--- src/rtl/ddr_cmd_encoder.sv ---
// ddr_cmd_encoder
//   Controller-side command/address encoder for a DDR1 SDRAM. Takes one
//   request per valid/ready handshake. For exactly one cycle it drives the
//   command pins, the packed address and the function code. It then holds off
//   new requests for the minimum spacing of that command. It also tracks which
//   banks are open and the programmed burst length, and it rejects illegal
//   requests by issuing a NOP and pulsing err.
//
// Ports
//   clk, rst_n              clock, asynchronous active-low reset
//   req_valid / req_ready   request handshake (ready only while idle)
//   req_func                0 DESEL,1 NOP,2 ACT,3 RD,4 WR,5 BST,6 PRE,7 REF,8 MRS
//   req_ba/row/col/ap       bank, row (ACT), column (RD/WR),
//                           auto-precharge / all-banks flag
//   req_opmode/cl/bt/bl     mode register fields (MRS)
//   CSn,RASn,CASn,WEn       registered command pins
//   cmd_addr                registered packed address, bank at [15:14]
//   cmd_adf                 registered function code of the driven command
//   bank_open               per-bank open flags
//   err                     one-cycle pulse when an illegal request was consumed
module ddr_cmd_encoder #(
  parameter int CAPACITY   = 4,
  parameter int DATA_WIDTH = 2,
  parameter int T_RCD      = 3,
  parameter int T_RP       = 3,
  parameter int T_RFC      = 10,
  parameter int T_MRD      = 2,
  localparam int ROW_WIDTH = (CAPACITY == 1) ? 12 : ((CAPACITY == 4) ? 14 : 13),
  localparam int COL_WIDTH = ((CAPACITY <= 2) ? 12 : 13) - DATA_WIDTH
) (
  input  logic                 clk,
  input  logic                 rst_n,
  input  logic                 req_valid,
  output logic                 req_ready,
  input  logic [3:0]           req_func,
  input  logic [1:0]           req_ba,
  input  logic [ROW_WIDTH-1:0] req_row,
  input  logic [COL_WIDTH-1:0] req_col,
  input  logic                 req_ap,
  input  logic [6:0]           req_opmode,
  input  logic [2:0]           req_cl,
  input  logic                 req_bt,
  input  logic [2:0]           req_bl,
  output logic                 CSn,
  output logic                 RASn,
  output logic                 CASn,
  output logic                 WEn,
  output logic [15:0]          cmd_addr,
  output logic [3:0]           cmd_adf,
  output logic [3:0]           bank_open,
  output logic                 err
);

  localparam int CNT_W = 8;

  localparam logic [3:0] F_DESEL = 4'd0;
  localparam logic [3:0] F_NOP   = 4'd1;
  localparam logic [3:0] F_ACT   = 4'd2;
  localparam logic [3:0] F_RD    = 4'd3;
  localparam logic [3:0] F_WR    = 4'd4;
  localparam logic [3:0] F_BST   = 4'd5;
  localparam logic [3:0] F_PRE   = 4'd6;
  localparam logic [3:0] F_REF   = 4'd7;
  localparam logic [3:0] F_MRS   = 4'd8;

  // Pin vectors in {CS,RAS,CAS,WE} order
  localparam logic [3:0] PINS_DESEL = 4'b1111;
  localparam logic [3:0] PINS_NOP   = 4'b0111;

  typedef enum logic {ST_IDLE, ST_WAIT} state_t;

  state_t           state_reg, state_next;
  logic [CNT_W-1:0] cnt_reg, cnt_next;
  logic [CNT_W-1:0] burst_gap_reg, burst_gap_next;
  logic [3:0]       pins_reg, pins_next;
  logic [15:0]      addr_reg, addr_next;
  logic [3:0]       adf_reg, adf_next;
  logic [3:0]       bank_reg, bank_next;
  logic             err_reg, err_next;

  logic             accept;
  logic             illegal;
  logic [15:0]      addr_pack;
  logic [CNT_W-1:0] gap;

  assign req_ready = (state_reg == ST_IDLE);
  assign accept    = req_valid & req_ready;

  assign {CSn, RASn, CASn, WEn} = pins_reg;
  assign cmd_addr  = addr_reg;
  assign cmd_adf   = adf_reg;
  assign bank_open = bank_reg;
  assign err       = err_reg;

  // Requests the memory would reject or misinterpret.
  always_comb begin
    illegal = 1'b0;
    case (req_func)
      F_ACT:        illegal = bank_reg[req_ba];
      F_RD, F_WR:   illegal = !bank_reg[req_ba];
      F_REF, F_MRS: illegal = |bank_reg;
      default:      illegal = (req_func > F_MRS);
    endcase
  end

  // Address packing. A10 is reserved for the auto-precharge/all-banks flag.
  // For wide column widths, the column bits above bit 9 skip over A10.
  always_comb begin
    addr_pack        = '0;
    addr_pack[15:14] = req_ba;
    case (req_func)
      F_ACT: addr_pack[ROW_WIDTH-1:0] = req_row;
      F_RD, F_WR: begin
        addr_pack[10] = req_ap;
        for (int i = 0; i < COL_WIDTH; i++) begin
          if (COL_WIDTH < 11 || i < 10) addr_pack[i] = req_col[i];
          else                          addr_pack[i+1] = req_col[i];
        end
      end
      F_PRE: addr_pack[10] = req_ap;
      F_MRS: begin
        addr_pack[13:7] = req_opmode;
        addr_pack[6:4]  = req_cl;
        addr_pack[3]    = req_bt;
        addr_pack[2:0]  = req_bl;
      end
      default: ;
    endcase
  end

  always_comb begin
    state_next     = state_reg;
    cnt_next       = cnt_reg;
    burst_gap_next = burst_gap_reg;
    pins_next      = PINS_NOP;
    adf_next       = F_NOP;
    addr_next      = addr_reg;
    bank_next      = bank_reg;
    err_next       = 1'b0;
    gap            = CNT_W'(1);

    case (state_reg)
      ST_IDLE: begin
        if (accept) begin
          if (illegal) begin
            // Consume the request, drive NOP, touch no state.
            err_next = 1'b1;
          end else begin
            adf_next  = req_func;
            addr_next = addr_pack;
            case (req_func)
              F_DESEL: pins_next = PINS_DESEL;
              F_NOP:   pins_next = PINS_NOP;
              F_ACT: begin
                pins_next         = 4'b0011;
                gap               = CNT_W'(T_RCD);
                bank_next[req_ba] = 1'b1;
              end
              F_RD, F_WR: begin
                pins_next = (req_func == F_RD) ? 4'b0101 : 4'b0100;
                gap       = burst_gap_reg;
                if (req_ap) bank_next[req_ba] = 1'b0;
              end
              F_BST: pins_next = 4'b0110;
              F_PRE: begin
                pins_next = 4'b0010;
                gap       = CNT_W'(T_RP);
                if (req_ap) bank_next = 4'b0000;
                else        bank_next[req_ba] = 1'b0;
              end
              F_REF: begin
                pins_next = 4'b0001;
                gap       = CNT_W'(T_RFC);
              end
              F_MRS: begin
                pins_next = 4'b0000;
                gap       = CNT_W'(T_MRD);
                // The data bus needs BL/2 cycles per burst. Reserved
                // burst-length codes keep the previous spacing.
                case (req_bl)
                  3'd1:    burst_gap_next = CNT_W'(1);
                  3'd2:    burst_gap_next = CNT_W'(2);
                  3'd3:    burst_gap_next = CNT_W'(4);
                  default: ;
                endcase
              end
              default: ;
            endcase
            if (gap > CNT_W'(1)) begin
              state_next = ST_WAIT;
              cnt_next   = gap - CNT_W'(1);
            end
          end
        end
      end
      ST_WAIT: begin
        cnt_next = cnt_reg - CNT_W'(1);
        if (cnt_reg <= CNT_W'(1)) state_next = ST_IDLE;
      end
      default: state_next = ST_IDLE;
    endcase
  end

  always_ff @(posedge clk or negedge rst_n) begin
    if (!rst_n) begin
      state_reg     <= ST_IDLE;
      cnt_reg       <= '0;
      burst_gap_reg <= CNT_W'(2);
      pins_reg      <= PINS_DESEL;
      addr_reg      <= '0;
      adf_reg       <= F_DESEL;
      bank_reg      <= '0;
      err_reg       <= 1'b0;
    end else begin
      state_reg     <= state_next;
      cnt_reg       <= cnt_next;
      burst_gap_reg <= burst_gap_next;
      pins_reg      <= pins_next;
      addr_reg      <= addr_next;
      adf_reg       <= adf_next;
      bank_reg      <= bank_next;
      err_reg       <= err_next;
    end
  end

endmodule

--- config.mk ---
export PLATFORM = sky130hd
export DESIGN_NAME = ddr_cmd_encoder
export DESIGN_NICKNAME = d
export VERILOG_FILES = /design/src/rtl/ddr_cmd_encoder.sv
export SDC_FILE = /design/constraint.sdc
export NUM_CORES = 1
export LEC_CHECK = 0
export CAP_MARGIN = 40
export CORE_MARGIN = 2
export CORE_UTILIZATION = 45
export DETAILED_ROUTE_END_ITERATION = 7
export GPL_ROUTABILITY_DRIVEN = 1
export PLACE_DENSITY_LB_ADDON = 0.2
export SLEW_MARGIN = 20
export SYNTH_ARGS = -nofsm -noshare
export SYNTH_HDL_FRONTEND = slang
export SYNTH_SLANG_ARGS = --single-unit
--- constraint.sdc ---
create_clock -name clk -period 2.6 [get_ports clk]
set_input_delay 0.52 -clock clk [delete_from_list [all_inputs] [get_ports clk]]
set_output_delay 0.52 -clock clk [all_outputs]
set_load 0.05 [all_outputs]
# --- Yosys cells after proc, flatten, opt, wreduce, memory -nomap -nowiden ---
# Cells that the tools add are included.
classes:
  n_addsub: 2
  order_cmp: 5
  eq_ne: 14
  muxes: 37
  bitwise_logic: 6
  n_reduce_logical: 14
op_table:
  columns: ["operator", "count"]
  rows:
  - ["2-to-1 mux 8 bit", 6]
  - ["2-to-1 mux 4 bit", 8]
  - ["one-hot mux 8 bit (4 select lines)", 1]
  - ["one-hot mux 10 bit (3 select lines)", 1]
  - ["one-hot mux 4 bit (7 select lines)", 1]
  - ["one-hot mux 8 bit (3 select lines)", 1]
  - ["equality test 4 x 3 -> 1 bit (second input constant)", 4]
  - ["one-hot mux 8 bit (2 select lines)", 1]
  - ["subtractor 8 x 1 -> 8 bit (second input constant)", 2]
  - ["one-hot mux 4 bit (3 select lines)", 1]
  - ["2-to-1 mux 1 bit", 10]
  - ["AND reduction 5 bit", 2]
  - ["one-hot mux 1 bit (3 select lines)", 3]
  - ["equality test 4 x 2 -> 1 bit (second input constant)", 2]
  - ["> comparator 8 x 1 -> 1 bit (second input constant)", 1]
  - ["<= comparator 8 x 1 -> 1 bit (second input constant)", 1]
  - ["equality test 3 x 2 -> 1 bit (second input constant)", 2]
  - ["AND reduction 3 bit", 2]
  - ["nonzero test 3 bit", 2]
  - ["OR reduction 2 bit", 3]
  - ["AND 4 bit", 1]
  - ["equality test 4 bit (second input constant)", 1]
  - ["> comparator 4 bit (second input constant)", 1]
  - ["zero test 4 bit", 1]
  - ["other kinds (17)", 20]
word_totals:
  reg_bits: 46
  inputBits: 49
  output_inout_bits: 30
  elab_cells: 86

# --- Longest topological paths before layout ---
logic_depth:
  depth_word: 12
  depth_mapped: 13
  depth_no_buf: 10

# --- Least setup slack after synthesis ---
# No wires, ideal clock.
synth_path:
  path_type: "input port to flip-flop"
  startpoint: "input port req_func[2]"
  endpoint: "register cnt_reg[5]"
  setup_ns: 0.137
  arrival_ns: 2.518
  required_ns: 2.463
  slack_ns: -0.055
  cell_stages: 13
  n_path_buf: 3
  cell_sequence: "buf_2 > inv_1 > and3_1 > clkbuf_1 > a211oi_1 > inv_1 > ha_1 > nor2_1 > o31ai_1 > a211oi_2 > buf_6 > mux2i_1 > mux2i_1"
synth_via:
  elab_chain_len: 11
  elab_cells_between_ends: 24
  classes_between: "add/sub: 1; order compare: 2; eq/ne: 8; mux: 9; reduce/logical: 4"
synth_rtl:
  columns: ["item", "line", "text"]
  rows:
  - ["start, declared", "35", "input logic [3:0] req_func,"]
  - ["equality test 4 x 3 -> 1 bit (tied with other cells)", "151", "case (req_func)"]
  - ["OR reduction 2 bit (no line)", null, null]
  - ["one-hot mux 8 bit (4 select lines)", "151", null]
  - ["2-to-1 mux 8 bit", "145", "if (illegal) begin"]
  - ["2-to-1 mux 8 bit", "144", "if (accept) begin"]
  - ["2-to-1 mux 8 bit", "142", "case (state_reg)"]
  - ["subtractor 8 x 1 -> 8 bit", "191", "cnt_next = gap - CNT_W'(1);"]
  - ["2-to-1 mux 8 bit", "189", "if (gap > CNT_W'(1)) begin"]
  - ["2-to-1 mux 8 bit", "145", null]
  - ["2-to-1 mux 8 bit", "144", null]
  - ["one-hot mux 8 bit (2 select lines)", "142", null]
  - ["end signal, assigned", "216", "cnt_reg <= cnt_next;"]
  - ["end, declared", "73", "logic [CNT_W-1:0] cnt_reg, cnt_next;"]
# Several ways; a longest one is shown, not always the timed one. The select of a mux whose other input is x is not followed.
# A chain may end at the register's enable or synchronous reset.

# --- Worst setup path after layout ---
layout_path:
  startpoint: "input port req_ba[0]"
  endpoint: "register addr_reg[14] (netlist: cmd_addr[14])"
layout_via:
  elab_chain_len: 6
layout_rtl:
  columns: ["item", "line", "text"]
  rows:
  - ["start, declared", "36", "input logic [1:0] req_ba,"]
  - ["binary-select mux 1 bit (select 2 bit)", "99, 100", null]
  - ["2-to-1 mux 1 bit (implied by the code)", "99, 100", null]
  - ["zero test 1 bit", "100", "F_RD, F_WR: illegal = !bank_reg[req_ba];"]
  - ["one-hot mux 1 bit (3 select lines)", "98", "case (req_func)"]
  - ["inverter 1 bit (no line)", null, null]
  - ["AND reduction 3 bit (no line)", null, null]
  - ["end signal, assigned", "219", "addr_reg <= addr_next;"]
  - ["end, declared", "76", "logic [15:0] addr_reg, addr_next;"]
# Several ways; a longest one is shown, not always the timed one. The select of a mux whose other input is x is not followed.

==> metrics.txt <==
run status=finished, final reports clean; starting DRC count in detailed routing=118; I/O pin cnt=79; power density over cell area=861 nW/um^2; dpl ws=-360 ps; FF+latch count, synth=41; delay-heaviest family, CP=multiplexers; Buffers & Inverters on Critical Path=2; max cap viols=0; hold_buf cts=0; CP Cell Sequence=clkdlybuf4s50_1 -> mux4_2 -> xnor2_1 -> o21ai_2 -> a211oi_4 -> buf_4 -> mux2_2; worst-path cell with the longest stage delay=mux4_2; Final Hold Fails=0; Crit. End Element=flip-flop; Routed WL=5950 um; setup TNS=0 ps; CP Class=input port to flip-flop; Vias=2198; Syn-to-layout area delta=56.0%; antenna cell count=0; # port buffers=78; gr ovfl total=0; FFs w/ async S/R, synth=100%; worst vdd ir=0.000584 V; Worst Path Required=2790 ps; initial antenna violation count=0; clk_skew=3.22 ps; Synth warnings=0; core area=4750 um^2; global placer's final weighted congestion=0.868; # fillers=365; Max-slew headroom=65.6%; Startpoint Class=input port; synthesized area=2230 um^2; number of global-route vias before repair=2136; multi-input logic area=1110 um^2; Final Cycle Share=96.9%; sequential area share after synthesis=46.3%; DR DRC count=0; synthesized net count=281; worst skew pair latency=300 ps; Final #Nets=393; CP max stage delay=540 ps; final setup fails=0; Synth Flop Type=dfrtp_1; CTS root buf=clkbuf_8; vias per cell=5.40; Synth cell types=50; Hold Crit Class=input port to async pin; DIE AREA=5530 um^2; Tightest Pin Transition=514 ps; leak pwr=0.00146 uW; DRT antenna net count=0; register area=1030 um^2; Die Span Y=74.4 um; post-DP HPWL=4400 um; Die X=74.4 um; syn_area_per_cell=9.82 um^2; layout cell share with drive strength beyond 1=21.2%; H-tree levels=2; routed len/inst=14.6 um; first-pass GRT wire length=9740 um; Slew Viols, Final=0; Overall Power=2990 uW; Clock Sink Count=41; Tmin final=2520 ps; gr usage total=23.0%; register clock-pin slew on the reported worst setup and hold paths=80 ps; Crit path arrival time=2710 ps; CTS tree=built; number of synthesized flops with an enable pin=0; Gate Count Post-Synth=227; fmax=397 MHz; DR pass1 iterations=4; max reg flops=16; number of cell rows=25; Initial Util=46.9%; setup ws final=81.5 ps; CTS Buf Count=5; pin count of the biggest net entering global routing=28; critical path fanouts, max=12; Max Buffers Root-to-Sink=2
[worst paths after layout]
path / start / end / slack, ps / depth (start not counted)
max: req_ba[0] / cmd_addr[14]$_DFFE_PN0P_ / 80 / 7
min reg2reg: burst_gap_reg[1]$_DFFE_PN1P_ / burst_gap_reg[1]$_DFFE_PN1P_ / 480 / 2
min: rst_n / cnt_reg[1]$_DFFE_PN0P_ / 130 / 1
min in group clk: burst_gap_reg[1]$_DFFE_PN1P_ / burst_gap_reg[1]$_DFFE_PN1P_ / 480 / 2
max in group asynchronous: rst_n / burst_gap_reg[1]$_DFFE_PN1P_ / 1940 / 2
max reg2reg: bank_open[1]$_DFFE_PN0P_ / cmd_addr[14]$_DFFE_PN0P_ / 280 / 6
[power breakdown]
group	switching (uW)	internal (uW)	leakage, uW
sequential	167	847	0.000495
combinational	865	585	0.000909
clock	243	287	0.0000543
[cells in the final DEF (no fill, tap or decap), types with 3 or more instances in the layout]
master           count
nand3_1              8
mux2i_1              6
o211ai_1             3
o21ai_0              3
xor2_1               3
clkdlybuf4s50_1     74
a22oi_1              3
nor3_1               3
and2_1               3
dfrtp_1             36
ha_1                 5
a222oi_1            11
a21oi_1             23
inv_1                7
o2bb2ai_1            3
dfstp_2              5
clkbuf_8             5
nor2_1              26
nand2_1             12
buf_4               41
nand2b_1             9
xnor2_1              4
[layout make-up]
type,instances,area share [%]
multi-input cells,163,32.0
inverters,8,0.863
flip-flops and latches,41,29.7
well taps,67,2.41
repair buffers,120,31.7
clock buffers,5,1.98
clock inverters,3,1.33
[synthesized netlist by cell type (all sizes together), types with 4 or more instances]
cell,number,area (um^2)
a21oi,23,115
a222oi,11,110
buf,8,60.1
clkbuf,7,26.3
dfrtp,36,901
dfstp,5,131
ha,5,62.6
inv,8,30.0
mux2i,6,60.1
nand2,13,51.3
nand2b,9,56.3
nand3,8,40.0
nor2,28,105
o21ai,6,30.0
xnor2,4,35.0
[logic make-up (layout without fill, tap and decap cells)]
| logic type | Yosys count | after routing | synth area share (%) |
|---|---|---|---|
| simple gates | 77 | 77 | 17.3 |
| compound gates | 65 | 65 | 20.9 |
| flops | 41 | 41 | 46.3 |
| buf+inv | 23 | 136 | 5.22 |
| mux | 9 | 9 | 4.71 |
| xor+xnor | 7 | 7 | 2.75 |
| fa+ha+maj | 5 | 5 | 2.81 |
[metal layers]
metal / vias up / wire (um) / global-route usage [%]
met5: - / 0 / 0
met4: 0 / 134 / 10.9
met3: 13 / 367 / 6.78
met2: 72 / 2980 / 37.1
met1: 1050 / 2470 / 28.5
li1: 1063 / - / -
[timing repair]
item,4_1_cts,5_1_grt
pin swaps,2,2
setup buffers,1,0
gates resized for setup,3,5
cloned,0,0
setup endpoints to repair,3,16
[metrics by stage]
stage	std cells	area, um^2	utilization, %	hold slack, ps
2_1_floorplan	227	2230	-	224
3_3_place_gp	397	3320	69.9	460
3_5_place_dp	398	3340	70.3	457
4_1_cts	407	3460	72.8	132
5_1_grt	407	3480	73.2	158
6_report	407	3480	73.2	126
Note: power is estimated with default switching activity, not from simulation.
